**src/rtl/led_blink_mon_if.sv**
```systemverilog
// Result/acknowledge bus of led_blink_mon: the monitor drives the measurement,
// the consumer drives the acknowledge.
interface led_blink_mon_if #(
  parameter int unsigned CNT_W = 32
);
  logic             rd_i;
  logic [CNT_W-1:0] half_period_o;
  logic [4:0]       div_est_o;
  logic             period_valid_o;
  logic             overrun_o;
  logic             stuck_o;

  modport master (
    input  rd_i,
    output half_period_o, div_est_o, period_valid_o, overrun_o, stuck_o
  );

  modport slave (
    output rd_i,
    input  half_period_o, div_est_o, period_valid_o, overrun_o, stuck_o
  );
endinterface

```
**src/rtl/led_blink_mon.sv**
```systemverilog
// LED blink-period monitor: times clk100 cycles between LED toggles and reports them.
// Optional glitch filter on the synchronised level is enabled by LED_MON_FILTER_EN.
//
// state     | meaning
// WAIT_EDGE | after reset; first edge only arms the measurement
// MEASURE   | timing edge-to-edge intervals, each edge reports a result
// STUCK     | no edge for TIMEOUT cycles; counter frozen, next edge re-arms
module led_blink_mon #(
  parameter int unsigned      CNT_W    = 32,
  parameter logic [CNT_W-1:0] TIMEOUT  = CNT_W'(2**26),
  parameter int unsigned      FILT_LEN = 4
) (
  input  logic             clk100,
  input  logic             rstn,
  input  logic             led_i,
  led_blink_mon_if.master  bus
);

  typedef enum logic [1:0] {
    WAIT_EDGE = 2'd0,
    MEASURE   = 2'd1,
    STUCK     = 2'd2
  } state_t;

  state_t           state;
  logic             s1, s2, s3;
  logic             lvl;
  logic             edge_det;
  logic [CNT_W-1:0] cnt;
  logic [CNT_W-1:0] ival;

  logic [CNT_W-1:0] half_q;
  logic [4:0]       div_q;
  logic             valid_q;
  logic             overrun_q;
  logic             stuck_q;

  function automatic logic [4:0] msb_idx(input logic [CNT_W-1:0] v);
    logic [4:0] r;
    r = '0;
    for (int i = 0; i < CNT_W; i++) begin
      if (v[i]) r = 5'(i);
    end
    return r;
  endfunction

  always_ff @(posedge clk100) begin
    if (!rstn) begin
      s1 <= 1'b0;
      s2 <= 1'b0;
      s3 <= 1'b0;
    end else begin
      s1 <= led_i;
      s2 <= s1;
      s3 <= lvl;
    end
  end

`ifdef LED_MON_FILTER_EN
  localparam int unsigned   FW      = $clog2(FILT_LEN + 1);
  localparam logic [FW-1:0] FILT_TC = FW'(FILT_LEN - 1);

  logic          filt;
  logic [FW-1:0] filt_tmr;

  // The filtered level follows s2 only after FILT_LEN consecutive differing samples.
  always_ff @(posedge clk100) begin
    if (!rstn) begin
      filt     <= 1'b0;
      filt_tmr <= FILT_TC;
    end else if (s2 == filt) begin
      filt_tmr <= FILT_TC;
    end else if (filt_tmr == '0) begin
      filt     <= s2;
      filt_tmr <= FILT_TC;
    end else begin
      filt_tmr <= filt_tmr - 1'b1;
    end
  end

  assign lvl = filt;
`else
  assign lvl = s2;
`endif

  assign edge_det = (lvl != s3);
  assign ival     = (&cnt) ? cnt : cnt + CNT_W'(1);

  always_ff @(posedge clk100) begin
    if (!rstn) begin
      state     <= WAIT_EDGE;
      cnt       <= '0;
      half_q    <= '0;
      div_q     <= '0;
      valid_q   <= 1'b0;
      overrun_q <= 1'b0;
      stuck_q   <= 1'b0;
    end else begin
      if (bus.rd_i && valid_q) begin
        valid_q   <= 1'b0;
        overrun_q <= 1'b0;
      end
      case (state)
        WAIT_EDGE: begin
          if (edge_det) begin
            cnt   <= '0;
            state <= MEASURE;
          end else begin
            cnt <= ival;
          end
        end
        MEASURE: begin
          if (edge_det) begin
            cnt     <= '0;
            half_q  <= ival;
            div_q   <= msb_idx(ival);
            valid_q <= 1'b1;
            // A simultaneous acknowledge counts as reading the old result.
            if (valid_q && !bus.rd_i) overrun_q <= 1'b1;
          end else if (ival == TIMEOUT) begin
            cnt     <= ival;
            stuck_q <= 1'b1;
            state   <= STUCK;
          end else begin
            cnt <= ival;
          end
        end
        STUCK: begin
          if (edge_det) begin
            cnt     <= '0;
            stuck_q <= 1'b0;
            state   <= MEASURE;
          end
        end
        default: begin
          cnt   <= '0;
          state <= WAIT_EDGE;
        end
      endcase
    end
  end

  assign bus.half_period_o  = half_q;
  assign bus.div_est_o      = div_q;
  assign bus.period_valid_o = valid_q;
  assign bus.overrun_o      = overrun_q;
  assign bus.stuck_o        = stuck_q;

endmodule

```
**src/flat_wrapper.sv**
```systemverilog
// flat-port wrapper written by rule: the top's interface ports become plain ports
module led_blink_mon_flat 
#(
  parameter int unsigned      CNT_W    = 32,
  parameter logic [CNT_W-1:0] TIMEOUT  = CNT_W'(2**26),
  parameter int unsigned      FILT_LEN = 4
)
  (clk100, rstn, led_i, bus_rd_i, bus_half_period_o, bus_div_est_o, bus_period_valid_o, bus_overrun_o, bus_stuck_o);
  led_blink_mon_if #(.CNT_W(CNT_W)) bus_i ();
  input  logic clk100;
  input  logic rstn;
  input  logic led_i;
  input wire logic [$bits(bus_i.rd_i)-1:0] bus_rd_i;
  output wire logic [$bits(bus_i.half_period_o)-1:0] bus_half_period_o;
  output wire logic [$bits(bus_i.div_est_o)-1:0] bus_div_est_o;
  output wire logic [$bits(bus_i.period_valid_o)-1:0] bus_period_valid_o;
  output wire logic [$bits(bus_i.overrun_o)-1:0] bus_overrun_o;
  output wire logic [$bits(bus_i.stuck_o)-1:0] bus_stuck_o;
  assign bus_i.rd_i = bus_rd_i;
  assign bus_half_period_o = bus_i.half_period_o;
  assign bus_div_est_o = bus_i.div_est_o;
  assign bus_period_valid_o = bus_i.period_valid_o;
  assign bus_overrun_o = bus_i.overrun_o;
  assign bus_stuck_o = bus_i.stuck_o;
  led_blink_mon #(.CNT_W(CNT_W), .TIMEOUT(TIMEOUT), .FILT_LEN(FILT_LEN)) u_core (.clk100(clk100), .rstn(rstn), .led_i(led_i), .bus(bus_i));
endmodule
```
**config.mk**
```make
export PLATFORM = sky130hd
export DESIGN_NAME = led_blink_mon_flat
export DESIGN_NICKNAME = d
export VERILOG_FILES = /design/src/rtl/led_blink_mon_if.sv /design/src/rtl/led_blink_mon.sv /design/src/flat_wrapper.sv
export SDC_FILE = /design/constraint.sdc
export NUM_CORES = 1
export LEC_CHECK = 0
export ABC_CLOCK_PERIOD_IN_PS = 4100
export BUFFER_PORTS_ARGS = -buffer_cell sky130_fd_sc_hd__buf_2
export CAP_MARGIN = 20
export CORE_MARGIN = 2
export CORE_UTILIZATION = 45
export CTS_CLUSTER_SIZE = 12
export DETAILED_ROUTE_END_ITERATION = 7
export SYNTH_ARGS = -nofsm -noshare
export SYNTH_HDL_FRONTEND = slang
export SYNTH_SLANG_ARGS = --single-unit
```
**constraint.sdc**
```tcl
create_clock -name clk100 -period 4.1 [get_ports clk100]
set_input_delay 0.82 -clock clk100 [delete_from_list [all_inputs] [get_ports clk100]]
set_output_delay 0.82 -clock clk100 [all_outputs]
set_load 0.01 [all_outputs]
```
==> impl_metrics.json <==
{
  "status": "finished clean",
  "synth-edff-count": 0,
  "synth-seq-cells": 77,
  "clock_latency_ns": 0.38,
  "syn2layout_area_growth_pct": 11.6,
  "power_mw": 1.53,
  "pwr-share-clk_pct": 43.3,
  "ant_nets": 0,
  "drc": 0,
  "core_sq_um": 10200,
  "max_cap_violations": 0,
  "rows": 37,
  "critical_path_class": "reg -> reg",
  "wl_per_cell_microns": 18.5,
  "die_w_microns": 106,
  "p_int_mw": 1.14,
  "cts_max_path_buffers": 2,
  "grt_pass1_vias": 4089,
  "synth_largest_area_cell": "dfxtp_1",
  "p_switching_mw": 0.392,
  "setup_ws_ns": 0.255,
  "syn_avg_cell_area_sq_um": 7.71,
  "grtUsageTotal_pct": 25.7,
  "yosysWarningCount": 0,
  "worst_r2r_endpoint": "u_core.state[0]",
  "hold_violations": 0,
  "setup_violations": 0,
  "antenna-diode-count": 0,
  "numCtsBuffers": 9,
  "place_area_sq_um": 4980,
  "place.gp.congestion": 0.941,
  "synth_cells": 605,
  "antenna_found_initial": 0,
  "synth_top_family_by_area": "simple AND/OR/NAND/NOR gates",
  "routed_wl_microns": 14200,
  "hold_ws_ns": 0.443,
  "tightest_slew_ns": 0.831,
  "slew_violations": 0,
  "p_sw_share_pct": 25.5,
  "cts_tree": "built",
  "worstSetupEndpointType": "register",
  "grt_pass1_wl_microns": 22400,
  "max_freq_mhz": 260,
  "place_hpwl_microns": 10200,
  "num_vias": 4660,
  "hp-class": "reg -> reg",
  "synth_mux_area_share_pct": 0.859,
  "start_util_pct": 45.8,
  "async_flop_share_pct": 0,
  "avgViaCountPerCell": 6.08,
  "num_io_pins": 44,
  "grt_max_degree": 62,
  "synthSimpleGateAreaFrac_pct": 27.3,
  "combinationalPowerShare_pct": 6.5,
  "instances_no_fill": 767,
  "synth_top_area_share_pct": 33.1,
  "syn_area_sq_um": 4660,
  "clock-root-buffer": "clkbuf_8",
  "r2r-start": "u_core.cnt[0]",
  "slew_headroom_pct": 44.3,
  "synthAdderAreaFrac_pct": 0.268,
  "peakVddDrop_uv": 148,
  "postLayoutCoreUtil_pct": 51.1,
  "dp_cells": 751,
  "endpoint": "u_core.state[0]",
  "finalClockSkew_ns": 0.0123,
  "syn_nets": 610,
  "pre_cts_ws_ns": 0.344,
  "firstDrtPassIters": 5,
  "start_kind": "register",
  "crit_fanout": 10,
  "fin_tns_setup_ns": 0,
  "fin_crit_sh_pct": 93.8,
  "synth-compound-area-share_pct": 26.4,
  "powerDensity_nw_per_um2": 294,
  "die-area_sq_um": 11200,
  "r2r_slack_ns": 0.25,
  "h-tree-depth": 3,
  "seqPwrFrac_pct": 50.3,
  "worst_ep_arrival_time_ns": 4.12,
  "hold_buffers": 0,
  "seq_area_frac_synth_pct": 33.1,
  "rsz0062_at_grt": "false",
  "post-route-min-period_ns": 3.85,
  "yosys-top-cells-area": "dfxtp_1, nor2_1, a21oi_1",
  "r2r_cells": 9,
  "clkSinkCount": 77,
  "first_iter_violations": 402,
  "leakagePower_nw": 1.86,
  "cts.reportedPaths.clkPinSlew_ns": 0.09,
  "crit_path_start": "u_core.cnt[0]",
  "final_area_sq_um": 5200,
  "post_cts_resized": 0,
  "drive_above_1_share_pct": 16.8,
  "worstPathRequired_ns": 4.37,
  "portBuffers": 43,
  "grt-ovfl-total": 0,
  "cts_setup_buffers": 0,
  "synth_xor_area_share_pct": 6.57,
  "nNetsFinal": 631,
  "synth-main-ff-cell": "dfxtp_1",
  "ys_types": 69,
  "die_y_microns": 106
}
power groups by stage:
stage	clock [mW]	combinational (mW)	sequential [mW]
floorplan	0	0.0692	0.787
global placement	0	0.0983	0.787
detailed placement	0	0.0993	0.788
CTS	0.671	0.0999	0.771
global route	0.703	0.110	0.773
finish	0.663	0.0991	0.771
how the worst min path moves through the flow:
stage                          from    endpoint  slack [ns]  cells past startpoint
final                     u_core.s1  u_core.lvl        0.44                      1
after global routing      u_core.s1  u_core.lvl        0.46                      1
after CTS                 u_core.s1  u_core.lvl        0.45                      1
after detailed placement  u_core.s1  u_core.lvl        0.43                      1
after global placement    u_core.s1  u_core.lvl        0.42                      1
after floorplan           u_core.s1  u_core.lvl        0.41                      1
cell type report:
type	count	area, sq um
clock inverter	7	97.6
multi-input combinational	469	2870
tap	136	170
clock buffer	9	124
sequential	77	1540
fill	999	4980
timing repair buffer	67	399
inverter	2	7.51
synthesized netlist by cell type, types with 12 or more instances:
cell,instances
a21oi_1,45
a211oi_1,28
clkbuf_1,36
buf_2,12
nor2_1,81
xnor2_1,25
o21ai_0,33
nor3_1,23
nand3_1,24
dfxtp_1,77
nand2_1,44
or3_1,13
registers in the layout (all words and copies together), names as in the netlist, named ones only:
name	flops
u_core.bus.stuck_o	1
u_core.s1	1
u_core.lvl	1
u_core.bus.period_valid_o	1
u_core.state	2
u_core.cnt	32
u_core.bus.half_period_o	32
u_core.s3	1
u_core.bus.div_est_o	5
routing by layer:
layer | global-route usage (%) | up-vias | share of wire, %
li1 | - | 2265 | -
met1 | 35.7 | 2193 | 46
met2 | 39.9 | 173 | 45
met3 | 3.83 | 29 | 5.7
met4 | 10.8 | 0 | 3.1
met5 | 0 | - | 0
logic make-up after synthesis:
group / after synthesis
adder cells (fa/ha/maj): 1
multiplexers: 4
AO/OA/AOI/OAI: 179
AND/OR/NAND/NOR: 250
buffers and inverters: 59
flip-flops: 77
XOR/XNOR: 35
cells in the final DEF, fill, tap and decap left out, drive strengths merged, types with 3 or more instances in the layout:
| cell | synthesis | layout |
|---|---|---|
| a311oi | 5 | 5 |
| a31oi | 7 | 7 |
| a211oi | 29 | 29 |
| and4 | 8 | 8 |
| nand4 | 13 | 13 |
| a21oi | 45 | 45 |
| or4 | 6 | 6 |
| xnor2 | 25 | 25 |
| and2 | 10 | 10 |
| nand2 | 46 | 46 |
| nor2b | 4 | 4 |
| a21o | 3 | 3 |
| nor2 | 81 | 81 |
| nor4 | 4 | 4 |
| a22oi | 5 | 5 |
| nor3 | 24 | 24 |
| o211a | 3 | 3 |
| or3 | 13 | 13 |
| o211ai | 8 | 8 |
| o21a | 3 | 3 |
| o31ai | 8 | 8 |
| o221a | 4 | 4 |
| o21ai | 36 | 36 |
| a2111oi | 3 | 3 |
| clkbuf | 37 | 9 |
| buf | 20 | 67 |
| nand3 | 24 | 24 |
| xor2 | 10 | 10 |
| and3 | 7 | 7 |
| inv | 1 | 3 |
| dfxtp | 77 | 77 |
| nand2b | 5 | 5 |
| mux2i | 4 | 4 |
worst max-delay path, cell delays in order (launching register included):
cell	delay (ns)
dfxtp_1	0.51
ha_1	0.41
and3_1	0.39
nand3_1	0.42
a211oi_1	0.47
xnor2_1	0.22
o211ai_1	0.15
or3_1	0.45
or4_4	0.56
o211a_1	0.15
Power figures use the tool's default switching activity.
